### src/rtl/uart_tx.sv
// UART transmitter: one word per valid/ready handshake, sent LSB-first as
// start, data, optional parity and 1 or 2 stop bits at p_CLK_DIV clocks per bit.
module uart_tx #(
   parameter int p_CLK_DIV   = 104,
   parameter int p_WORD_LEN  = 8,
   parameter int p_PARITY    = 0,
   parameter int p_STOP_BITS = 1
) (
   input  logic                  i_clk,
   input  logic                  i_rst_n,
   input  logic [p_WORD_LEN-1:0] i_data,
   input  logic                  i_valid,
   output logic                  o_ready,
   output logic                  o_tx,
   output logic                  o_busy,
   output logic                  o_done
);

   localparam int CW = ($clog2(p_CLK_DIV) > 1) ? $clog2(p_CLK_DIV) : 1;
   localparam int BW = ($clog2(p_WORD_LEN + 1) > 1) ? $clog2(p_WORD_LEN + 1) : 1;
   // out-of-range parity / stop settings fall back to "none" / one stop bit
   localparam logic PAR_EN  = (p_PARITY == 1) || (p_PARITY == 2);
   localparam logic PAR_ODD = (p_PARITY == 1);
   localparam int   STOPS   = (p_STOP_BITS == 2) ? 2 : 1;

   localparam logic [CW-1:0] CLK_LAST  = CW'(p_CLK_DIV - 1);
   localparam logic [BW-1:0] BIT_LAST  = BW'(p_WORD_LEN - 1);
   localparam logic [BW-1:0] STOP_LAST = BW'(STOPS - 1);

   typedef enum logic [2:0] {
      S_IDLE   = 3'd0,
      S_START  = 3'd1,
      S_DATA   = 3'd2,
      S_PARITY = 3'd3,
      S_STOP   = 3'd4
   } state_e;

   state_e                state_q, state_d;
   logic [CW-1:0]         clk_cnt_q, clk_cnt_d;
   logic [BW-1:0]         bit_cnt_q, bit_cnt_d;
   logic [p_WORD_LEN-1:0] shift_q, shift_d;
   logic                  par_q, par_d;
   logic                  tx_q, tx_d;
   logic                  ready_q, ready_d;
   logic                  busy_q, busy_d;
   logic                  done_q, done_d;

   logic                  bit_end;
   logic [CW-1:0]         clk_cnt_inc;
   logic [p_WORD_LEN-1:0] shift_nxt;

   assign bit_end     = (clk_cnt_q == CLK_LAST);
   assign clk_cnt_inc = bit_end ? '0 : clk_cnt_q + CW'(1);
   assign shift_nxt   = shift_q >> 1;

   always_comb begin
      state_d   = state_q;
      clk_cnt_d = clk_cnt_q;
      bit_cnt_d = bit_cnt_q;
      shift_d   = shift_q;
      par_d     = par_q;
      tx_d      = tx_q;
      ready_d   = ready_q;
      busy_d    = busy_q;
      done_d    = 1'b0;

      case (state_q)
         S_IDLE: begin
            tx_d    = 1'b1;
            ready_d = 1'b1;
            busy_d  = 1'b0;
            if (i_valid && ready_q) begin
               shift_d   = i_data;
               par_d     = (^i_data) ^ PAR_ODD;
               state_d   = S_START;
               clk_cnt_d = '0;
               tx_d      = 1'b0;
               ready_d   = 1'b0;
               busy_d    = 1'b1;
            end
         end
         S_START: begin
            clk_cnt_d = clk_cnt_inc;
            if (bit_end) begin
               state_d   = S_DATA;
               bit_cnt_d = '0;
               tx_d      = shift_q[0];
            end
         end
         S_DATA: begin
            clk_cnt_d = clk_cnt_inc;
            if (bit_end) begin
               if (bit_cnt_q == BIT_LAST) begin
                  bit_cnt_d = '0;
                  if (PAR_EN) begin
                     state_d = S_PARITY;
                     tx_d    = par_q;
                  end else begin
                     state_d = S_STOP;
                     tx_d    = 1'b1;
                  end
               end else begin
                  bit_cnt_d = bit_cnt_q + BW'(1);
                  shift_d   = shift_nxt;
                  tx_d      = shift_nxt[0];
               end
            end
         end
         S_PARITY: begin
            clk_cnt_d = clk_cnt_inc;
            if (bit_end) begin
               state_d   = S_STOP;
               bit_cnt_d = '0;
               tx_d      = 1'b1;
            end
         end
         S_STOP: begin
            clk_cnt_d = clk_cnt_inc;
            tx_d      = 1'b1;
            // bit_cnt doubles as the stop-bit index here
            if (bit_end) begin
               if (bit_cnt_q == STOP_LAST) begin
                  state_d   = S_IDLE;
                  bit_cnt_d = '0;
                  ready_d   = 1'b1;
                  busy_d    = 1'b0;
                  done_d    = 1'b1;
               end else begin
                  bit_cnt_d = bit_cnt_q + BW'(1);
               end
            end
         end
         default: begin
            state_d   = S_IDLE;
            clk_cnt_d = '0;
            bit_cnt_d = '0;
            tx_d      = 1'b1;
            ready_d   = 1'b0;
            busy_d    = 1'b0;
         end
      endcase
   end

   always_ff @(posedge i_clk) begin
      if (!i_rst_n) begin
         state_q   <= S_IDLE;
         clk_cnt_q <= '0;
         bit_cnt_q <= '0;
         shift_q   <= '0;
         par_q     <= 1'b0;
         tx_q      <= 1'b1;
         ready_q   <= 1'b0;
         busy_q    <= 1'b0;
         done_q    <= 1'b0;
      end else begin
         state_q   <= state_d;
         clk_cnt_q <= clk_cnt_d;
         bit_cnt_q <= bit_cnt_d;
         shift_q   <= shift_d;
         par_q     <= par_d;
         tx_q      <= tx_d;
         ready_q   <= ready_d;
         busy_q    <= busy_d;
         done_q    <= done_d;
      end
   end

   assign o_tx    = tx_q;
   assign o_ready = ready_q;
   assign o_busy  = busy_q;
   assign o_done  = done_q;

endmodule

### config.mk
export PLATFORM = sky130hd
export DESIGN_NAME = uart_tx
export DESIGN_NICKNAME = d
export VERILOG_FILES = /design/src/rtl/uart_tx.sv
export SDC_FILE = /design/constraint.sdc
export NUM_CORES = 1
export LEC_CHECK = 0
export ABC_AREA = 1
export CAP_MARGIN = 15
export CORE_MARGIN = 1
export CORE_UTILIZATION = 50
export CTS_CLUSTER_DIAMETER = 150
export DETAILED_ROUTE_END_ITERATION = 10
export PLACE_DENSITY_LB_ADDON = 0.12
export SKIP_LAST_GASP = 1
export SYNTH_ARGS = -nofsm -noshare
export SYNTH_HDL_FRONTEND = slang
export SYNTH_SLANG_ARGS = --single-unit
### constraint.sdc
create_clock -name i_clk -period 1.45 [get_ports i_clk]
set_clock_uncertainty 0.2 [all_clocks]
set_input_delay 0.3625 -clock i_clk [delete_from_list [all_inputs] [get_ports i_clk]]
set_output_delay 0.3625 -clock i_clk [all_outputs]
set_load 0.03 [all_outputs]
==> parameters.txt, run 1 <==
Parameter                              Value

Yosys
  Share of synthesized area occupied by flip-flops and latches    36.8%
  Synthesis-stage register bit count    26
  Count of yosys warnings during synthesis    0
  Number of standard cells after synthesis    216
  Synth cell types    23
  Most common cell in the synthesized netlist    sky130_fd_sc_hd__nand2_1
  Top area cells in the synthesized netlist    sky130_fd_sc_hd__dfxtp_1 (37%), sky130_fd_sc_hd__nand2_1 (17%), sky130_fd_sc_hd__nor2_1 (9.8%)
  Count of flip-flops with a built-in enable after synthesis    0
  Fraction of synthesized cell area taken by the top area cell type    36.8%
  Post-synthesis instance area    0.00142 mm^2
  Primary flip-flop cell chosen by synthesis mapping    sky130_fd_sc_hd__dfxtp_1
  Total nets after synthesis    230
  Top cell type by total area after synthesis    sky130_fd_sc_hd__dfxtp_1
  FFs w/ async S/R, synth    0%
  Mapped Avg Cell Area    6.55 um^2
  Most frequent cells after synthesis    sky130_fd_sc_hd__nand2_1 (64), sky130_fd_sc_hd__nor2_1 (37), sky130_fd_sc_hd__dfxtp_1 (26), sky130_fd_sc_hd__inv_1 (21), sky130_fd_sc_hd__o21ai_0 (12)

Clock network
  Num CTS Buffers    3
  Clock insertion delay at the later pin of the skew report    330 ps
  Clock-pin slew on the worst setup and hold paths    150 ps
  Max Buffers Root-to-Sink    2
  CTS HTree Levels    1
  CTS Sinks    26
  CTS root buf    sky130_fd_sc_hd__clkbuf_4
  TritonCTS clock tree    done

Drt
  Total wire length    3320 um
  Wire per inst    11.3 um
  Count of antenna-violating nets left after detailed routing    0
  Count of routing violations after the opening detailed-route iteration    49
  Mean number of vias per cell    5.13
  First-pass detailed-route iteration total    4
  Via count    1,514
  DRC violations left    0

Layout
  Final design area excluding fillers    0.00201 mm^2
  Synth-to-layout area growth    41.9%
  Utilization after layout    78.2%
  Diodes inserted    0
  Count of filler cells inserted in the layout    178
  Number of nets in the finished design    280
  Share of final-layout standard cells stronger than drive strength 1    35.8%
  Combined flip-flop and latch cell area    537 um^2
  Area taken by multi-input logic gates    901 um^2

Floorplanning
  Horizontal die dimension    55.2 um
  Number of top-level pins    15
  Chip height    55.2 um
  Effective utilization at floorplan    55.1%
  Core footprint    0.00257 mm^2
  Die outline area    0.00305 mm^2
  Std cell rows    18

Worst setup path
  Sort of element at the end of the critical path    flop
  Data arrival time of the critical path    1610 ps
  Critical-path maximum fanout    4
  Critical path type    reg -> reg
  Required time of the critical path    1480 ps
  Element type at the critical path start    flop

STA
  Setup violation total in the final timing report    18
  Worst-margin pin slew    219 ps
  Number of hold-slack violations in the final timing report    0
  Post-route worst setup slack    -131 ps
  Final cycle utilization of the critical path    109%
  Worst slew margin    85.3%
  Worst hold margin    297 ps
  Final period demand of the worst path    1580 ps
  Setup repair after global routing missed its margin    true
  Achievable Freq    0.633 GHz
  Final slew viol count    0

Flow run
  Max-cap violations    0

GRT
  Global-route wire length before repair    5870 um
  Total overflow reported by the global router    0
  Largest net degree at the start of global routing    15
  GR Util All Layers    23.3%
  Via count of the first global-routing pass    1,417
  Initial antenna violation count    0

Power
  P_int    2.27 mW
  Switching Power    1.97 mW
  Sequential share of power    27.5%
  Pwr Total    4.24 mW
  Maximum vdd ir drop    1870 uV
  Share of total power consumed by net switching    46.5%
  Leakage power of the design    0.956 nW
  Power density over the cells    2110 mW/mm^2
  Combinational power share    64.7%
  Clock network power share    7.8%

Place
  HPWL reported at the end of detailed placement    2410 um
  Standard cell area after detailed placement    0.00182 mm^2
  Weighted congestion reported at the end of routability-driven placement    0.876
  I/O Buffers    14

Status
  Failing checks    setup timing
  Run status    complete, but fails checks

Hold path
  Worst hold-check path type    reg -> reg
==> layer usage <==
metal	global-route usage [%]	part of all wire (%)
met1	30.2	44
met2	39.2	52
met3	2.58	2.6
met4	10.0	1.9
met5	0	0
==> cell type report <==
| cell class | count | share of cell area [%] |
|---|---|---|
| clock buffer | 4 | 1.31 |
| sequential | 26 | 26.7 |
| tap | 30 | 1.87 |
| multi-input combinational | 161 | 44.9 |
| timing repair buffer | 47 | 19.6 |
| inverter | 27 | 5.67 |
==> sequential cells by signal, summed over array words and instances (netlist names) <==
signal	cells
bit_cnt_q	4
clk_cnt_q	7
o_busy	1
o_done	1
o_ready	1
o_tx	1
shift_q	8
state_q	3
==> through the flow <==
stage                     setup TNS [ps]  instances  worst slack [ps]
after floorplan                    -22.6        216             -3.23
after detailed placement           -6700        285              -403
after global placement             -6340        285              -375
after CTS                          -1070        294             -86.0
after global routing               -3370        295              -212
final                              -1320        295              -131
==> worst paths after layout <==
path	cells after the start	from	endpoint	slack (ps)
setup reg to reg	9	bit_cnt_q[0]$_SDFFE_PN0P_	state_q[1]$_SDFFE_PN0P_	-130
hold reg to reg	2	o_busy$_SDFFE_PN0P_	o_busy$_SDFFE_PN0P_	300
setup / recovery	9	bit_cnt_q[0]$_SDFFE_PN0P_	state_q[1]$_SDFFE_PN0P_	-130
hold / removal	2	o_busy$_SDFFE_PN0P_	o_busy$_SDFFE_PN0P_	300
==> critical path, cell delays in order, from the launching register on <==
cell and delay, ps:
sky130_fd_sc_hd__dfxtp_4 390, sky130_fd_sc_hd__inv_1 70, sky130_fd_sc_hd__ha_1 180, sky130_fd_sc_hd__nand3_1 140, sky130_fd_sc_hd__nand2_2 130, sky130_fd_sc_hd__nand2_2 100
sky130_fd_sc_hd__nor2_2 130, sky130_fd_sc_hd__nand2_1 60, sky130_fd_sc_hd__nand2_1 50, sky130_fd_sc_hd__nor2_1 30
==> power by group through the flow <==
stage | Sequential, mW | Clock, mW | Combinational, mW
after floorplan | 1.17 | 0 | 1.53
after global placement | 1.14 | 0 | 2.27
after detailed placement | 1.15 | 0 | 2.35
after CTS | 1.15 | 0.331 | 2.57
after global routing | 1.20 | 0.372 | 3.03
final | 1.16 | 0.329 | 2.74
==> cells in the final DEF (no fill, tap or decap), types with 2 or more instances in the layout <==
cell and n:
sky130_fd_sc_hd__nor2_2 8, sky130_fd_sc_hd__dfxtp_4 2, sky130_fd_sc_hd__nor2_1 28, sky130_fd_sc_hd__dfxtp_1 17
sky130_fd_sc_hd__nor3_1 3, sky130_fd_sc_hd__nand2_2 11, sky130_fd_sc_hd__nand3_4 2, sky130_fd_sc_hd__buf_6 4
sky130_fd_sc_hd__o21a_1 3, sky130_fd_sc_hd__nand2_1 54, sky130_fd_sc_hd__inv_4 2, sky130_fd_sc_hd__nand3_1 9
sky130_fd_sc_hd__o21ai_0 10, sky130_fd_sc_hd__nor2_4 3, sky130_fd_sc_hd__a21oi_1 8, sky130_fd_sc_hd__nand2_4 8
sky130_fd_sc_hd__inv_1 19, sky130_fd_sc_hd__o21ai_1 3, sky130_fd_sc_hd__dfxtp_2 7, sky130_fd_sc_hd__buf_4 33
sky130_fd_sc_hd__clkbuf_4 3, sky130_fd_sc_hd__inv_2 5, sky130_fd_sc_hd__clkdlybuf4s50_1 10, sky130_fd_sc_hd__nand4_1 3
sky130_fd_sc_hd__ha_4 2
==> kinds of logic after synthesis <==
group,Yosys count,share of synthesized area [%]
compound gates,27,10.2
flops,26,36.8
simple gates,130,40.9
fa+ha+maj,3,2.65
buf+inv,30,9.46
==> timing repair <==
| action | 4_1_cts | 5_1_grt |
|---|---|---|
| setup buffers | 4 | 1 |
| endpoints found under the setup margin | 23 | 28 |
| pin swaps | 10 | 8 |
| cloned | 1 | 0 |
| resized for setup | 20 | 21 |
| hold buffers | 0 | 0 |
No activity file was read; power rests on OpenSTA's default activity.
==> inputs of run 2 (changes only) <==
==> constraint.sdc (replaced) <==
create_clock -name i_clk -period 1.45 [get_ports i_clk]
set_clock_uncertainty 0.2 [all_clocks]
set_input_delay 0.2175 -clock i_clk [delete_from_list [all_inputs] [get_ports i_clk]]
set_output_delay 0.2175 -clock i_clk [all_outputs]
set_load 0.03 [all_outputs]
==> run 2 against run 1 <==
- the run still ends with setup timing left
- wire length rose by 9.9%
- core utilization is 3.8 points higher
- clock-buffer cell count stayed put
- largest power group unchanged
- highest routed layer unchanged
==> parameters.txt, run 2 (synthesized netlist as in run 1, its figures left out) <==
Parameter                              Value

STA
  Worst slew margin    83.0%
  Number of hold-slack violations in the final timing report    0
  Worst-margin pin slew    255 ps
  Setup repair after global routing missed its margin    true
  Post-route worst setup slack    -122 ps
  Setup violation total in the final timing report    17
  Achievable Freq    0.636 GHz
  Final period demand of the worst path    1570 ps
  Final cycle utilization of the critical path    108%
  Final slew viol count    0

Layout
  Utilization after layout    82.0%
  Share of final-layout standard cells stronger than drive strength 1    40.2%
  Post-route insts no fill    296
  Count of filler cells inserted in the layout    163
  Number of nets in the finished design    281
  Synth-to-layout area growth    48.8%
  Most common cell after layout, fill and taps aside    sky130_fd_sc_hd__nand2_1
  Register bank with the most flops    shift_q
  Max reg flops    8
  Commonest cells after routing, fill and taps aside    sky130_fd_sc_hd__nand2_1 (50), sky130_fd_sc_hd__buf_4 (31), sky130_fd_sc_hd__nor2_1 (26)
  Diodes inserted    0
  Final design area excluding fillers    0.00211 mm^2
  Top Registers    shift_q: 8 flops, clk_cnt_q: 7 flops, bit_cnt_q: 4 flops

Clock network
  Max Buffers Root-to-Sink    2
  CTS HTree Levels    1
  CTS root buf    sky130_fd_sc_hd__clkbuf_4
  CTS Sinks    26
  Clock-pin slew on the worst setup and hold paths    130 ps
  TritonCTS clock tree    done
  Num CTS Buffers    3
  Clock insertion delay at the later pin of the skew report    310 ps

Worst setup path
  Data arrival time of the critical path    1600 ps
  Reg2reg start    clk_cnt_q[1]$_SDFFE_PN0P_
  End of the worst register-to-register path    state_q[1]$_SDFFE_PN0P_
  Cells on worst reg2reg path    10
  Critical-path maximum fanout    5
  Element type at the critical path start    flop
  Sort of element at the end of the critical path    flop
  Critical path type    reg -> reg
  Setup slack on the worst flop-to-flop path    -120 ps
  Required time of the critical path    1470 ps

Hold path
  Worst hold-check path type    in -> reg
  Number of cells traversed by the worst hold path    3
  Worst hold path startpoint    i_data[7]
  Hold EP    shift_q[7]$_SDFFE_PN0P_

Drt
  DRC violations left    0
  Met2 WL    1950 um
  Topmost layer with routed signal wires    met4
  DRT met1 WL    1480 um
  Count of routing violations after the opening detailed-route iteration    38
  Wire length on met3    115 um
  Total wire length    3650 um
  Count of antenna-violating nets left after detailed routing    0
  Via count    1,546
  First-pass detailed-route iteration total    4
  Mean number of vias per cell    5.22
  Wire per inst    12.3 um

Floorplanning
  Std cell rows    18
  Horizontal die dimension    55.2 um
  Number of top-level pins    15
  Die outline area    0.00305 mm^2
  Effective utilization at floorplan    55.1%
  Chip height    55.2 um
  Core footprint    0.00257 mm^2

GRT
  GR Util All Layers    23.0%
  Initial antenna violation count    0
  Global-route wire length before repair    5730 um
  Via count of the first global-routing pass    1,415
  Total overflow reported by the global router    0
  Largest net degree at the start of global routing    15

Place
  HPWL reported at the end of detailed placement    2500 um
  Setup slack after placement    -278 ps
  Weighted congestion reported at the end of routability-driven placement    0.870
  Standard cell area after detailed placement    0.00184 mm^2
  Placed Cells incl. Taps    287
  I/O Buffers    14

Power
  Power density over the cells    2220 mW/mm^2
  Pwr Total    4.69 mW
  Leakage power of the design    0.975 nW
  Maximum vdd ir drop    1870 uV

Status
  Failing checks    setup timing
  Run status    complete, but fails checks

Flow run
  Max-cap violations    0
==> run 2: repair_timing <==
action	in CTS	in global routing
endpoints found under the setup margin	26	26
resized for setup	28	44
hold buffers	0	0
buffers inserted	2	3
gates cloned	1	0
endpoints found under the hold margin	0	0
pin swaps	8	15
==> run 2: how the worst max path moves through the flow <==
stage               cells past startpoint                 startpoint                        end
global route                           10  clk_cnt_q[1]$_SDFFE_PN0P_    state_q[1]$_SDFFE_PN0P_
CTS                                    10  bit_cnt_q[0]$_SDFFE_PN0P_    state_q[2]$_SDFFE_PN0P_
detailed placement                      9                    i_valid  clk_cnt_q[5]$_SDFFE_PN0P_
global placement                       10                    i_valid    state_q[1]$_SDFFE_PN0P_
finish                                 10  clk_cnt_q[1]$_SDFFE_PN0P_    state_q[1]$_SDFFE_PN0P_
floorplan                              10  bit_cnt_q[1]$_SDFFE_PN0P_    shift_q[1]$_SDFFE_PN0P_
==> run 2: per-layer routing <==
metal	vias up	global-route usage, %
met4	0	9.29
met2	34	42.9
met3	10	2.11
met1	721	26.8
met5	-	0
li1	781	-
==> run 2: through the flow <==
step	hold slack [ps]	setup TNS, ps
floorplan	149	-22.6
global placement	251	-3220
detailed placement	259	-4380
CTS	259	-949
global route	282	-3070
finish	275	-1510
==> run 2: cell type report <==
| type | instances | area (um^2) | area share, % |
|---|---|---|---|
| clock buffers | 4 | 36.3 | 1.72 |
| repair buffers | 48 | 399 | 19.0 |
| inverters | 27 | 119 | 5.64 |
| multi-input cells | 161 | 977 | 46.4 |
| well taps | 30 | 37.5 | 1.78 |
| flip-flops and latches | 26 | 537 | 25.5 |
==> run 2: critical path, stage by stage, from the launching register on <==
cell,delay [ps]
sky130_fd_sc_hd__dfxtp_2,370
sky130_fd_sc_hd__ha_4,150
sky130_fd_sc_hd__nand2_4,60
sky130_fd_sc_hd__inv_4,70
sky130_fd_sc_hd__nand3_4,120
sky130_fd_sc_hd__nand2_4,140
sky130_fd_sc_hd__nand2_4,70
sky130_fd_sc_hd__nor2_2,140
sky130_fd_sc_hd__nand2_1,60
sky130_fd_sc_hd__nand2_1,60
sky130_fd_sc_hd__nor2_1,40
==> run 2: report_power, final <==
part | total, mW | internal [mW] | switching, mW
combinational | 3.15 | 1.38 | 1.77
clock | 0.359 | 0.153 | 0.205
sequential | 1.18 | 0.961 | 0.216
total | 4.69 | 2.49 | 2.19
